`src/rtl/down_timer.sv`:
```
// Loadable MM:SS countdown timer: a num-cycle divider produces one-second ticks that count min/sec down to 00:00.
// Optional DOWN_TIMER_AUTO_RELOAD_EN: reload the last loaded value on reaching zero and keep running.
module down_timer #(
    parameter int DIV_W = 32,
    parameter int MAXV  = 59
) (
    input  logic             clk,
    input  logic             rst,
    input  logic [DIV_W-1:0] num,
    input  logic             load,
    input  logic [5:0]       load_min,
    input  logic [5:0]       load_sec,
    input  logic             start,
    input  logic             pause,
    output logic [5:0]       min,
    output logic [5:0]       sec,
    output logic             running,
    output logic             done,
    output logic [1:0]       state_dbg
);

    // Handshake-free control: load, start and pause are levels sampled every
    // rising edge with priority rst > load > pause > start; outputs are registered.

    typedef enum logic [1:0] {
        IDLE  = 2'd0,
        RUN   = 2'd1,
        PAUSE = 2'd2,
        DONE  = 2'd3
    } state_t;

    localparam logic [5:0]       MAXV6 = 6'(MAXV);
    localparam logic [DIV_W-1:0] ONE   = DIV_W'(1);

    state_t           state;
    state_t           next_state;
    logic [DIV_W-1:0] div_cnt;
    logic [DIV_W-1:0] div_next;
    logic [5:0]       min_next;
    logic [5:0]       sec_next;
    logic             done_next;
    logic             tick;
    logic             nonzero;
    logic [5:0]       sat_min;
    logic [5:0]       sat_sec;
    logic [5:0]       dec_min;
    logic [5:0]       dec_sec;
    logic             dec_zero;
    logic             reload_ok;
    logic [5:0]       reload_min;
    logic [5:0]       reload_sec;

    // num of 0 or 1 both tick every cycle; a shrinking num fires on the next cycle.
    assign tick    = (num <= ONE) || (div_cnt >= (num - ONE));
    assign nonzero = (min != 6'd0) || (sec != 6'd0);
    assign sat_min = (load_min > MAXV6) ? MAXV6 : load_min;
    assign sat_sec = (load_sec > MAXV6) ? MAXV6 : load_sec;

    always_comb begin
        dec_min = min;
        dec_sec = sec;
        if (sec != 6'd0) begin
            dec_sec = sec - 6'd1;
        end else if (min != 6'd0) begin
            dec_min = min - 6'd1;
            dec_sec = MAXV6;
        end
    end

    assign dec_zero = (dec_min == 6'd0) && (dec_sec == 6'd0);

`ifdef DOWN_TIMER_AUTO_RELOAD_EN
    logic [5:0] shadow_min;
    logic [5:0] shadow_sec;

    always_ff @(posedge clk) begin
        if (rst) begin
            shadow_min <= 6'd0;
            shadow_sec <= 6'd0;
        end else if (load) begin
            shadow_min <= sat_min;
            shadow_sec <= sat_sec;
        end
    end

    // An all-zero shadow cannot be reloaded, so the timer stops in DONE instead.
    assign reload_ok  = (shadow_min != 6'd0) || (shadow_sec != 6'd0);
    assign reload_min = shadow_min;
    assign reload_sec = shadow_sec;
`else
    assign reload_ok  = 1'b0;
    assign reload_min = 6'd0;
    assign reload_sec = 6'd0;
`endif

    always_ff @(posedge clk) begin
        if (rst) begin
            state   <= IDLE;
            div_cnt <= '0;
            min     <= 6'd0;
            sec     <= 6'd0;
            done    <= 1'b0;
            running <= 1'b0;
        end else begin
            state   <= next_state;
            div_cnt <= div_next;
            min     <= min_next;
            sec     <= sec_next;
            done    <= done_next;
            running <= (next_state == RUN);
        end
    end

    always_comb begin
        next_state = state;
        if (load) begin
            next_state = IDLE;
        end else begin
            case (state)
                IDLE, PAUSE: begin
                    if (!pause && start && nonzero) begin
                        next_state = RUN;
                    end
                end
                RUN: begin
                    if (pause) begin
                        next_state = PAUSE;
                    end else if (tick && dec_zero && !reload_ok) begin
                        next_state = DONE;
                    end
                end
                DONE:    next_state = DONE;
                default: next_state = IDLE;
            endcase
        end
    end

    always_comb begin
        min_next  = min;
        sec_next  = sec;
        div_next  = div_cnt;
        done_next = 1'b0;
        if (load) begin
            min_next = sat_min;
            sec_next = sat_sec;
            div_next = '0;
        end else if (state == RUN && !pause) begin
            if (tick) begin
                div_next = '0;
                min_next = dec_min;
                sec_next = dec_sec;
                if (dec_zero) begin
                    done_next = 1'b1;
                    if (reload_ok) begin
                        min_next = reload_min;
                        sec_next = reload_sec;
                    end
                end
            end else begin
                div_next = div_cnt + ONE;
            end
        end
    end

    assign state_dbg = state;

endmodule

```
`config.mk`:
```
export PLATFORM = sky130hd
export DESIGN_NAME = down_timer
export DESIGN_NICKNAME = d
export VERILOG_FILES = /design/src/rtl/down_timer.sv
export SDC_FILE = /design/constraint.sdc
export NUM_CORES = 1
export LEC_CHECK = 0
export BUFFER_PORTS_ARGS = -buffer_cell sky130_fd_sc_hd__buf_4
export CELL_PAD_IN_SITES_DETAIL_PLACEMENT = 0
export CELL_PAD_IN_SITES_GLOBAL_PLACEMENT = 1
export CORE_UTILIZATION = 45
export DETAILED_ROUTE_END_ITERATION = 12
export GPL_TIMING_DRIVEN = 0
export HOLD_SLACK_MARGIN = 0.15
export PLACE_DENSITY_LB_ADDON = 0.25
export SLEW_MARGIN = 20
export SYNTH_ARGS = -nofsm -noshare
export SYNTH_HDL_FRONTEND = slang
export SYNTH_SLANG_ARGS = --single-unit
```
`constraint.sdc`:
```
create_clock -name clk -period 10.3 [get_ports clk]
set_clock_uncertainty 0.1 [all_clocks]
set_input_delay 2.06 -clock clk [delete_from_list [all_inputs] [get_ports clk]]
set_output_delay 2.06 -clock clk [all_outputs]
set_load 0.05 [all_outputs]
```
==> results.sh <==
export IMPL_clk_latency_ps=300
export IMPL_die_area_mm2=0.00861
export IMPL_routed_wl_mm=8.98
export IMPL_antenna_left=0
export IMPL_drtIter0Drc=140
export IMPL_power_leakage_nw=1.71
export IMPL_cts_repair_resized=0
export IMPL_yosys_area_share_xor_xnor=0.142
export IMPL_tritoncts="yes"
export IMPL_synth_area_mux_share=0.0135
export IMPL_final_max_slew_viol_count=0
export IMPL_fillers=782
export IMPL_run_status="finished clean"
export IMPL_area_delta_synth_final_pct=18.7
export IMPL_dp_cells=633
export IMPL_cts_sinks=48
export IMPL_n_antenna_cell=0
export IMPL_clk_pin_slew_ps=90
export IMPL_gp_congestion=0.863
export IMPL_rr_worst_depth=11
export IMPL_setup_tns_ps=0
export IMPL_htreeDepth=2
export IMPL_syn_inst=468
export IMPL_wl_per_cell_um=14.0
export IMPL_worstPathRequired_ps=10410
export IMPL_cts_buffers=5
export IMPL_grt_setup_unrepaired="false"
export IMPL_die_y_um=92.8
export IMPL_cts_hold_buf=0
export IMPL_die_w_um=92.8
export IMPL_yosysTopAreaCellShare=0.259
export IMPL_core_area_mm2=0.00785
export IMPL_fin_crit_sh=0.626
export IMPL_wl_met2_mm=4.35
export IMPL_clock_root_buffer="clkbuf_8"
export IMPL_max_freq_mhz=155
export IMPL_worstSetupPathType="input pin to register"
export IMPL_slew_headroom=0.496
export IMPL_portBuffers=63
export IMPL_synth_area_leaders="dfxtp_1 26%, ha_1 12%, xnor2_1 8.5%"
export IMPL_grt_pass1_wl_mm=15.0
export IMPL_syn_num_nets=554
export IMPL_grt_max_degree=15
export IMPL_hp_class="register to register"
export IMPL_drv_cap=0
export IMPL_hpwlAfterDp_mm=7.23
export IMPL_power_density_mw_per_mm2=92.5
export IMPL_synthArstFlopShare=0
export IMPL_drt_first_pass_iters=5
export IMPL_grt_util_all_layers=0.215
export IMPL_dr_max_layer_used="met4"
export IMPL_yosys_warnings=0
export IMPL_num_vias=3565
export IMPL_initial_utilization=0.473
export IMPL_worst_pin_slew_ps=737
export IMPL_synth_cell_types=57
export IMPL_wl_met3_um=422
export IMPL_syn_area_mm2=0.00371
export IMPL_yosysTopAreaCell="dfxtp_1"
export IMPL_cp_max_fo=10
export IMPL_post_cts_buffers=0
export IMPL_yosys_area_share_simple=0.298
export IMPL_syn_avg_cell_area_um2=7.93
export IMPL_synth_top_family_by_area="simple AND/OR/NAND/NOR gates"
export IMPL_grt_pass1_vias=3332
export IMPL_synth_adder_area_share=0.125
export IMPL_grt_overflow=0
export IMPL_hold_violations=0
export IMPL_max_clock_path_buffers=2
export IMPL_crit_path_end_kind="register"
export IMPL_avgViaCountPerCell=5.56
export IMPL_yosysSeqAreaShare=0.259
export IMPL_multi_input_area_mm2=0.00264
export IMPL_drcViolationCount=0
export IMPL_std_cell_rows=32
export IMPL_synthFlopType="dfxtp_1"
export IMPL_grt_antenna_before_repair=0
export IMPL_stdcell_count=641
export IMPL_wl_met1_mm=4.13
export IMPL_start_kind="input pin"
export IMPL_nets=624
export IMPL_worstPathArrival_ps=6560
export IMPL_layout_drive_gt1_share=0.160
export IMPL_finalSetupViolCount=0
export IMPL_num_io_pins=65
export IMPL_synth_edff_count=0
export IMPL_ys_seq_elements=48
export IMPL_min_path_cells=2
export IMPL_min_period_ps=6450
export IMPL_ff_latch_area_um2=961
export IMPL_peakVddDrop_v=0.0000670
export IMPL_synth_compound_area_frac=0.134
-- Yosys cell counts, drive strengths merged (8+ instances only) --
cell type and number:
xnor2 36, dfxtp 48, nor4 15, nor2 67, nand2 34, inv 14, a21oi 23, ha 37
xor2 24, nand3 27, and3 9, nand4 13, nor2b 8, o21ai 18, nor3 16
-- cell type report --
class,count,area share
Clock buffer,7,0.0196
Buffer,10,0.0119
Tap cell,102,0.0290
Sequential cell,48,0.218
Inverter,15,0.0128
Clock inverter,1,0.00170
Timing Repair Buffer,63,0.107
Multi-Input combinational cell,395,0.599
-- placed cells by master, fill, tap and decap left out, types with 3 or more instances in the layout --
cell type	instances
nand2_1	34
dfxtp_1	48
inv_1	14
nand3_1	27
nor2b_1	8
and3_1	9
nand4_1	13
ha_1	37
nor3_1	15
o21ai_0	17
or3_1	6
buf_2	3
clkbuf_1	6
or2_2	3
nor2_1	67
and2_1	3
o31a_1	3
nand2b_1	3
clkbuf_8	6
nor4_1	14
a211oi_1	7
xor2_1	24
xnor2_1	36
a21oi_1	23
buf_4	64
mux2i_1	5
-- path summary, 6_finish.rpt --
path,start,end,slack (ps)
max,num[10],sec[1],3850
min,div_cnt[1],div_cnt[1],420
max reg2reg,sec[1],running,6960
min reg2reg,div_cnt[1],div_cnt[1],420
-- worst max-delay path, cell delays in order --
cell and delay [ps]:
buf_4 120, nor4_2 350, or4b_4 530, or3_4 370, or3_1 440, nor4_1 350
xnor2_1 130, ha_1 330, nand4_1 140, nor4_1 350, o21ai_0 230, a21oi_1 490
buf_4 280, a31oi_1 90, o32ai_1 280
-- cells by family (layout without fill, tap and decap cells) --
logic type | count (synthesis) | after routing
multiplexers | 5 | 5
adder cells (fa/ha/maj) | 37 | 37
AO/OA/AOI/OAI | 76 | 76
buffers and inverters | 25 | 96
AND/OR/NAND/NOR | 217 | 217
flip-flops | 48 | 48
XOR/XNOR | 60 | 60
-- flip-flops by register name, indices dropped and copies added (netlist names) --
name	cells
state_dbg	2
min	6
done	1
sec	6
div_cnt	32
running	1
-- per-stage QoR --
step | worst slack (ps) | instance area (um^2) | total power, mW | utilization | hold slack (ps)
after detailed placement | 3520 | 4310 | 0.292 | 0.549 | 408
after floorplan | 4340 | 3710 | 0.254 | - | 364
after global routing | 3450 | 4400 | 0.431 | 0.561 | 464
final | 3850 | 4400 | 0.407 | 0.561 | 417
after CTS | 3820 | 4400 | 0.409 | 0.561 | 422
after global placement | 3560 | 4310 | 0.291 | 0.549 | 393
-- power breakdown --
group	internal, mW	total (mW)	switching [mW]	leakage, nW
registers	0.189	0.195	0.00629	0.390
clock network	0.0547	0.119	0.0642	0.0445
logic	0.0384	0.0929	0.0545	1.28
-- routing by layer --
layer	vias to the layer above	track usage
met4	0	0.0436
met3	8	0.0337
met2	80	0.374
met5	-	0
li1	1837	-
met1	1640	0.278
(Power assumes the default switching activity.)
